<file path="src/rtl/floating_point_division_if.sv">
// Handshake and operand/result bundle for the sequential binary32 divider.
interface floating_point_division_if;
  logic        start;
  logic [31:0] input_a;
  logic [31:0] input_b;
  logic        busy;
  logic        done;
  logic [31:0] quotient;
  logic        overflow;
  logic        underflow;
  logic        divide_by_zero;

  modport master (
    output start, input_a, input_b,
    input  busy, done, quotient, overflow, underflow, divide_by_zero
  );

  modport slave (
    input  start, input_a, input_b,
    output busy, done, quotient, overflow, underflow, divide_by_zero
  );
endinterface

</file>
<file path="src/rtl/floating_point_division.sv">
// Sequential binary32 divider: 25-step restoring mantissa division, truncating,
// simplified number model (hidden 1 always set, only all-zero words are zero).
module floating_point_division (
  input  logic                     clk,
  input  logic                     reset_n,
  floating_point_division_if.slave bus
);

  typedef enum logic [1:0] {
    S_IDLE   = 2'd0,
    S_DIVIDE = 2'd1,
    S_NORM   = 2'd2
  } state_t;

  state_t              r_state;
  state_t              w_state_next;
  logic [4:0]          r_cnt;
  logic                r_busy;
  logic                r_done;
  logic [31:0]         r_quotient;
  logic                r_overflow;
  logic                r_underflow;
  logic                r_divide_by_zero;

  logic                r_sign;
  logic                r_zero_a;
  logic                r_zero_b;
  logic signed [9:0]   r_exp_diff;
  logic [23:0]         r_mb;
  logic [24:0]         r_rem;
  logic [24:0]         r_q;

  logic                w_ge;
  logic [24:0]         w_rem_sub;
  logic [34:0]         w_result;

  // Packs {quotient, overflow, underflow, divide_by_zero} from the final quotient bits.
  function automatic logic [34:0] pack_result(
    input logic               sign,
    input logic               zero_a,
    input logic               zero_b,
    input logic signed [9:0]  exp_diff,
    input logic [24:0]        q
  );
    logic signed [9:0] e;
    logic [22:0]       m;
    e = q[24] ? exp_diff : exp_diff - 10'sd1;
    m = q[24] ? q[23:1] : q[22:0];
    if (zero_b)
      pack_result = {sign, 8'hFF, 23'h0, 3'b001};
    else if (zero_a)
      pack_result = {32'h0, 3'b000};
    else if (e > 10'sd254)
      pack_result = {sign, 8'hFF, 23'h0, 3'b100};
    else if (e < 10'sd1)
      pack_result = {sign, 31'h0, 3'b010};
    else
      pack_result = {sign, e[7:0], m, 3'b000};
  endfunction

  always_comb begin
    w_state_next = r_state;
    unique case (r_state)
      S_IDLE:   if (bus.start) w_state_next = S_DIVIDE;
      S_DIVIDE: if (r_cnt == 5'd0) w_state_next = S_NORM;
      S_NORM:   w_state_next = S_IDLE;
      default:  w_state_next = S_IDLE;
    endcase
  end

  always_ff @(posedge clk or negedge reset_n) begin
    if (!reset_n) begin
      r_state          <= S_IDLE;
      r_cnt            <= 5'd0;
      r_busy           <= 1'b0;
      r_done           <= 1'b0;
      r_quotient       <= 32'h0;
      r_overflow       <= 1'b0;
      r_underflow      <= 1'b0;
      r_divide_by_zero <= 1'b0;
    end else begin
      r_state <= w_state_next;
      r_done  <= 1'b0;
      case (r_state)
        S_IDLE: begin
          if (bus.start) begin
            r_busy <= 1'b1;
            r_cnt  <= 5'd24;
          end
        end
        S_DIVIDE: r_cnt <= r_cnt - 5'd1;
        S_NORM: begin
          r_busy <= 1'b0;
          r_done <= 1'b1;
          {r_quotient, r_overflow, r_underflow, r_divide_by_zero} <= w_result;
        end
        default: ;
      endcase
    end
  end

  // Remainder stays below twice the divisor, so the post-subtract value fits 24 bits.
  assign w_ge      = (r_rem >= {1'b0, r_mb});
  assign w_rem_sub = w_ge ? (r_rem - {1'b0, r_mb}) : r_rem;
  assign w_result  = pack_result(r_sign, r_zero_a, r_zero_b, r_exp_diff, r_q);

  always_ff @(posedge clk) begin
    if (r_state == S_IDLE && bus.start) begin
      r_sign     <= bus.input_a[31] ^ bus.input_b[31];
      r_zero_a   <= ~|bus.input_a;
      r_zero_b   <= ~|bus.input_b;
      r_exp_diff <= $signed({2'b00, bus.input_a[30:23]})
                  - $signed({2'b00, bus.input_b[30:23]}) + 10'sd127;
      r_mb       <= {1'b1, bus.input_b[22:0]};
      r_rem      <= {2'b01, bus.input_a[22:0]};
      r_q        <= 25'h0;
    end else if (r_state == S_DIVIDE) begin
      r_rem <= {w_rem_sub[23:0], 1'b0};
      r_q   <= {r_q[23:0], w_ge};
    end
  end

  assign bus.busy           = r_busy;
  assign bus.done           = r_done;
  assign bus.quotient       = r_quotient;
  assign bus.overflow       = r_overflow;
  assign bus.underflow      = r_underflow;
  assign bus.divide_by_zero = r_divide_by_zero;

endmodule
</file>
<file path="src/flat_wrapper.sv">
// flat-port wrapper written by rule: the top's interface ports become plain ports
module floating_point_division_flat 
  (clk, reset_n, bus_start, bus_input_a, bus_input_b, bus_busy, bus_done, bus_quotient, bus_overflow, bus_underflow, bus_divide_by_zero);
  floating_point_division_if bus_i ();
  input  logic clk;
  input  logic reset_n;
  input wire logic [$bits(bus_i.start)-1:0] bus_start;
  input wire logic [$bits(bus_i.input_a)-1:0] bus_input_a;
  input wire logic [$bits(bus_i.input_b)-1:0] bus_input_b;
  output wire logic [$bits(bus_i.busy)-1:0] bus_busy;
  output wire logic [$bits(bus_i.done)-1:0] bus_done;
  output wire logic [$bits(bus_i.quotient)-1:0] bus_quotient;
  output wire logic [$bits(bus_i.overflow)-1:0] bus_overflow;
  output wire logic [$bits(bus_i.underflow)-1:0] bus_underflow;
  output wire logic [$bits(bus_i.divide_by_zero)-1:0] bus_divide_by_zero;
  assign bus_i.start = bus_start;
  assign bus_i.input_a = bus_input_a;
  assign bus_i.input_b = bus_input_b;
  assign bus_busy = bus_i.busy;
  assign bus_done = bus_i.done;
  assign bus_quotient = bus_i.quotient;
  assign bus_overflow = bus_i.overflow;
  assign bus_underflow = bus_i.underflow;
  assign bus_divide_by_zero = bus_i.divide_by_zero;
  floating_point_division u_core (.clk(clk), .reset_n(reset_n), .bus(bus_i));
endmodule
</file>
<file path="config.mk">
export PLATFORM = sky130hd
export DESIGN_NAME = floating_point_division_flat
export DESIGN_NICKNAME = d
export VERILOG_FILES = /design/src/rtl/floating_point_division_if.sv /design/src/rtl/floating_point_division.sv /design/src/flat_wrapper.sv
export SDC_FILE = /design/constraint.sdc
export NUM_CORES = 1
export LEC_CHECK = 0
export CAP_MARGIN = 20
export CORE_ASPECT_RATIO = 0.5
export CORE_MARGIN = 5
export CORE_UTILIZATION = 55
export DETAILED_ROUTE_END_ITERATION = 16
export PLACE_DENSITY = 0.83
export SLEW_MARGIN = 5
export SYNTH_ARGS = -nofsm -noshare
export SYNTH_HDL_FRONTEND = slang
export SYNTH_SLANG_ARGS = --single-unit
</file>
<file path="constraint.sdc">
create_clock -name clk -period 3.1 [get_ports clk]
set_input_delay 0.31 -clock clk [delete_from_list [all_inputs] [get_ports clk]]
set_output_delay 0.31 -clock clk [all_outputs]
set_load 0.02 [all_outputs]
</file>
==> flow_summary.ini <==
[synth]
synth-edff-count = 59
syn_inst = 768
postSynthAreaPerCell_um2 = 9.49
yosysSeqAreaShare_pct = 46.8
async_reset_ff_share_pct = 33.8
synth_area_mm2 = 0.00729
dominantRegCellSynth = edfxtp_1
synth_cell_type_count = 68
yosysWarnings = 0
ys_seq_elements = 130
synth_fp_nets = 872

[floorplan]
core_mm2 = 0.0128
dieHeight_um = 91.4
floorplan.initialDensity_pct = 56.9
die_area_mm2 = 0.0158
die_x_um = 173
rows = 29
ios = 104

[layout]
final_area_mm2 = 0.00920
finalNetCount = 981
utilization_pct = 71.8
layout_commonest_cell = nand2_1
final_cell_mix = nand2_1 (110), clkdlybuf4s50_1 (102), edfxtp_1 (59)
multi_input_area_mm2 = 0.00362
seq_area_mm2 = 0.00341
syn2layout_area_growth_pct = 26.3
fill_cells = 958
drive_gt1_share_pct = 8.31
antenna_cells = 0

[setup_path]
startpoint_type = flop
reg2reg_from = u_core.r_exp_diff[0]
r2r_cells = 10
worst_r2r_endpoint = u_core.bus.quotient[10]
r2r_slack_ps = 120
cp.required_ps = 3400
crit_fanout = 11
path_class = flop to flop
startpoint = u_core.r_exp_diff[0]
cp_data_arrival_time_ps = 3280
end_kind = flop

[route]
dr_total_vias = 6189
drt_first_pass_iters = 5
wl_per_cell_um = 17.0
drc_errors = 0
vias_per_cell = 5.84
drtIter0Drc = 535
drt-total-wl_mm = 18.1
antenna_left = 0

[global_routing]
grt_pass1_wl_mm = 29.6
grt_antenna_before_repair = 0
track_usage_pct = 22.6
grt_pass1_vias = 6138
grt-ovfl-total = 0
grt_max_degree = 46

[timing]
rsz0062_at_grt = true
setup_slack_ps = 123
worst_pin_slew_ps = 719
worst_slew_margin_rel_pct = 52.0
timing.hold.ws_ps = 369
fin_tns_setup_ps = 0
timing.fmax_mhz = 336
hold_violations = 0
maxSlewViolCount = 0
finalSetupViolCount = 0
clock-skew-final_ps = 10.4
period_share_pct = 96.0
fin_crit_ps = 2980

[cts]
cts.path.max_buffers = 2
cts_tree = built
clk_latency_ps = 420
cts_buffers = 17
htreeDepth = 4
cts.sinks = 130
clk_pin_slew_ps = 70
cts-root-buf = clkbuf_16

[placed_design]
dpl_cell_area_mm2 = 0.00852
dp_hpwl_mm = 12.8
gp_congestion = 0.898
port_buffers = 103
dpl_worst_slack_ps = -148

[outcome]
status = complete, no violations

[power_and_ir_drop]
vdd_drop_max_uv = 523
p_leak_uw = 0.00380
power_density_mw_per_mm2 = 951

[run]
drv_cap = 0

[min_path]
hold_class = input port to asynchronous set/reset pin
-- worst max path at each step --
stage	depth (start not counted)	slack (ps)	endpoint
after floorplan	11	330	u_core.bus.quotient[10]
after global placement	10	50	u_core.bus.quotient[0]
after detailed placement	10	-150	u_core.bus.quotient[2]
after CTS	10	40	u_core.bus.quotient[2]
after global routing	10	-20	u_core.bus.quotient[16]
final	10	120	u_core.bus.quotient[10]
-- sequential cells by signal (all words and copies together), names as in the netlist --
| signal | count |
|---|---|
| u_core.bus.quotient | 32 |
| u_core.r_q | 25 |
| u_core.r_rem | 25 |
| u_core.r_mb | 23 |
| u_core.r_exp_diff | 10 |
| u_core.r_cnt | 5 |
| u_core.r_state | 2 |
| u_core.bus.busy | 1 |
| u_core.bus.divide_by_zero | 1 |
| u_core.bus.done | 1 |
| u_core.bus.overflow | 1 |
| u_core.bus.underflow | 1 |
| u_core.r_sign | 1 |
| u_core.r_zero_a | 1 |
| u_core.r_zero_b | 1 |
-- cell families after synthesis --
family                   Yosys count  synth area share, %
adder cells (fa/ha/maj)           37                 6.56
AND/OR/NAND/NOR                  296                 19.3
buffers and inverters             79                 4.33
flip-flops                       130                 46.8
XOR/XNOR                          36                 4.33
AO/OA/AOI/OAI                    148                 12.8
multiplexers                      42                 5.79
-- where the power goes --
part | total (uW) | internal [uW] | switching [uW]
logic | 3950 | 1740 | 2220
registers | 2830 | 2470 | 358
clock network | 1960 | 1080 | 885
total | 8750 | 5290 | 3460
-- cell usage after synthesis (5+ instances only) --
master	instances	area, um2
a21o_1	12	90.1
a21oi_1	45	225
a31oi_1	6	37.5
and2_1	5	31.3
clkbuf_1	23	86.3
dfrtp_1	44	1100
dfxtp_1	27	541
edfxtp_1	59	1770
ha_1	35	438
inv_1	47	176
mux2i_1	41	410
nand2_1	110	413
nand2b_1	7	43.8
nand3_1	43	215
nand4_1	9	56.3
nor2_1	55	206
nor2b_1	5	31.3
nor3_1	13	65.1
nor4_1	19	119
o21ai_0	21	105
o21ai_1	22	110
or3_1	10	62.6
xnor2_1	21	184
xor2_1	15	131
-- worst max-delay path, stage by stage, from the launching register on --
cell and delay, ps:
edfxtp_1 440, inv_1 110, ha_1 150, or4b_4 480
or4_4 520, xor2_2 190, nand3_2 130, nor4_4 330
nor2_2 130, nand3_2 260, o21ai_1 110
-- through the flow --
stage          std cells  power (uW)
2_1_floorplan        768        5580
3_3_place_gp        1025        6450
3_5_place_dp        1025        6650
4_1_cts             1057        8660
5_1_grt             1060        9310
6_report            1060        8750
-- area by class of cell --
type | instances | area share, %
Timing Repair Buffer | 120 | 12.8
Sequential cell | 130 | 37.1
Clock buffer | 17 | 4.62
Clock inverter | 15 | 1.77
Tap cell | 170 | 2.31
Inverter | 48 | 1.96
Multi-Input combinational cell | 560 | 39.4
-- what timing repair did --
action | in CTS | in global routing
hold buffers | 0 | 1
resized for setup | 2 | 6
setup buffers | 0 | 0
gates cloned | 0 | 1
setup endpoints to repair | 23 | 30
endpoints found under the hold margin | 0 | 18
pin swaps | 0 | 1
-- layer usage --
layer	GRT usage [%]	part of all wire, %	up-vias
li1	-	-	2977
met1	29.4	44	2930
met2	38.8	49	250
met3	4.40	6.1	32
met4	6.61	1.6	0
met5	0	0	-
Note: power is estimated with default switching activity, not from simulation.
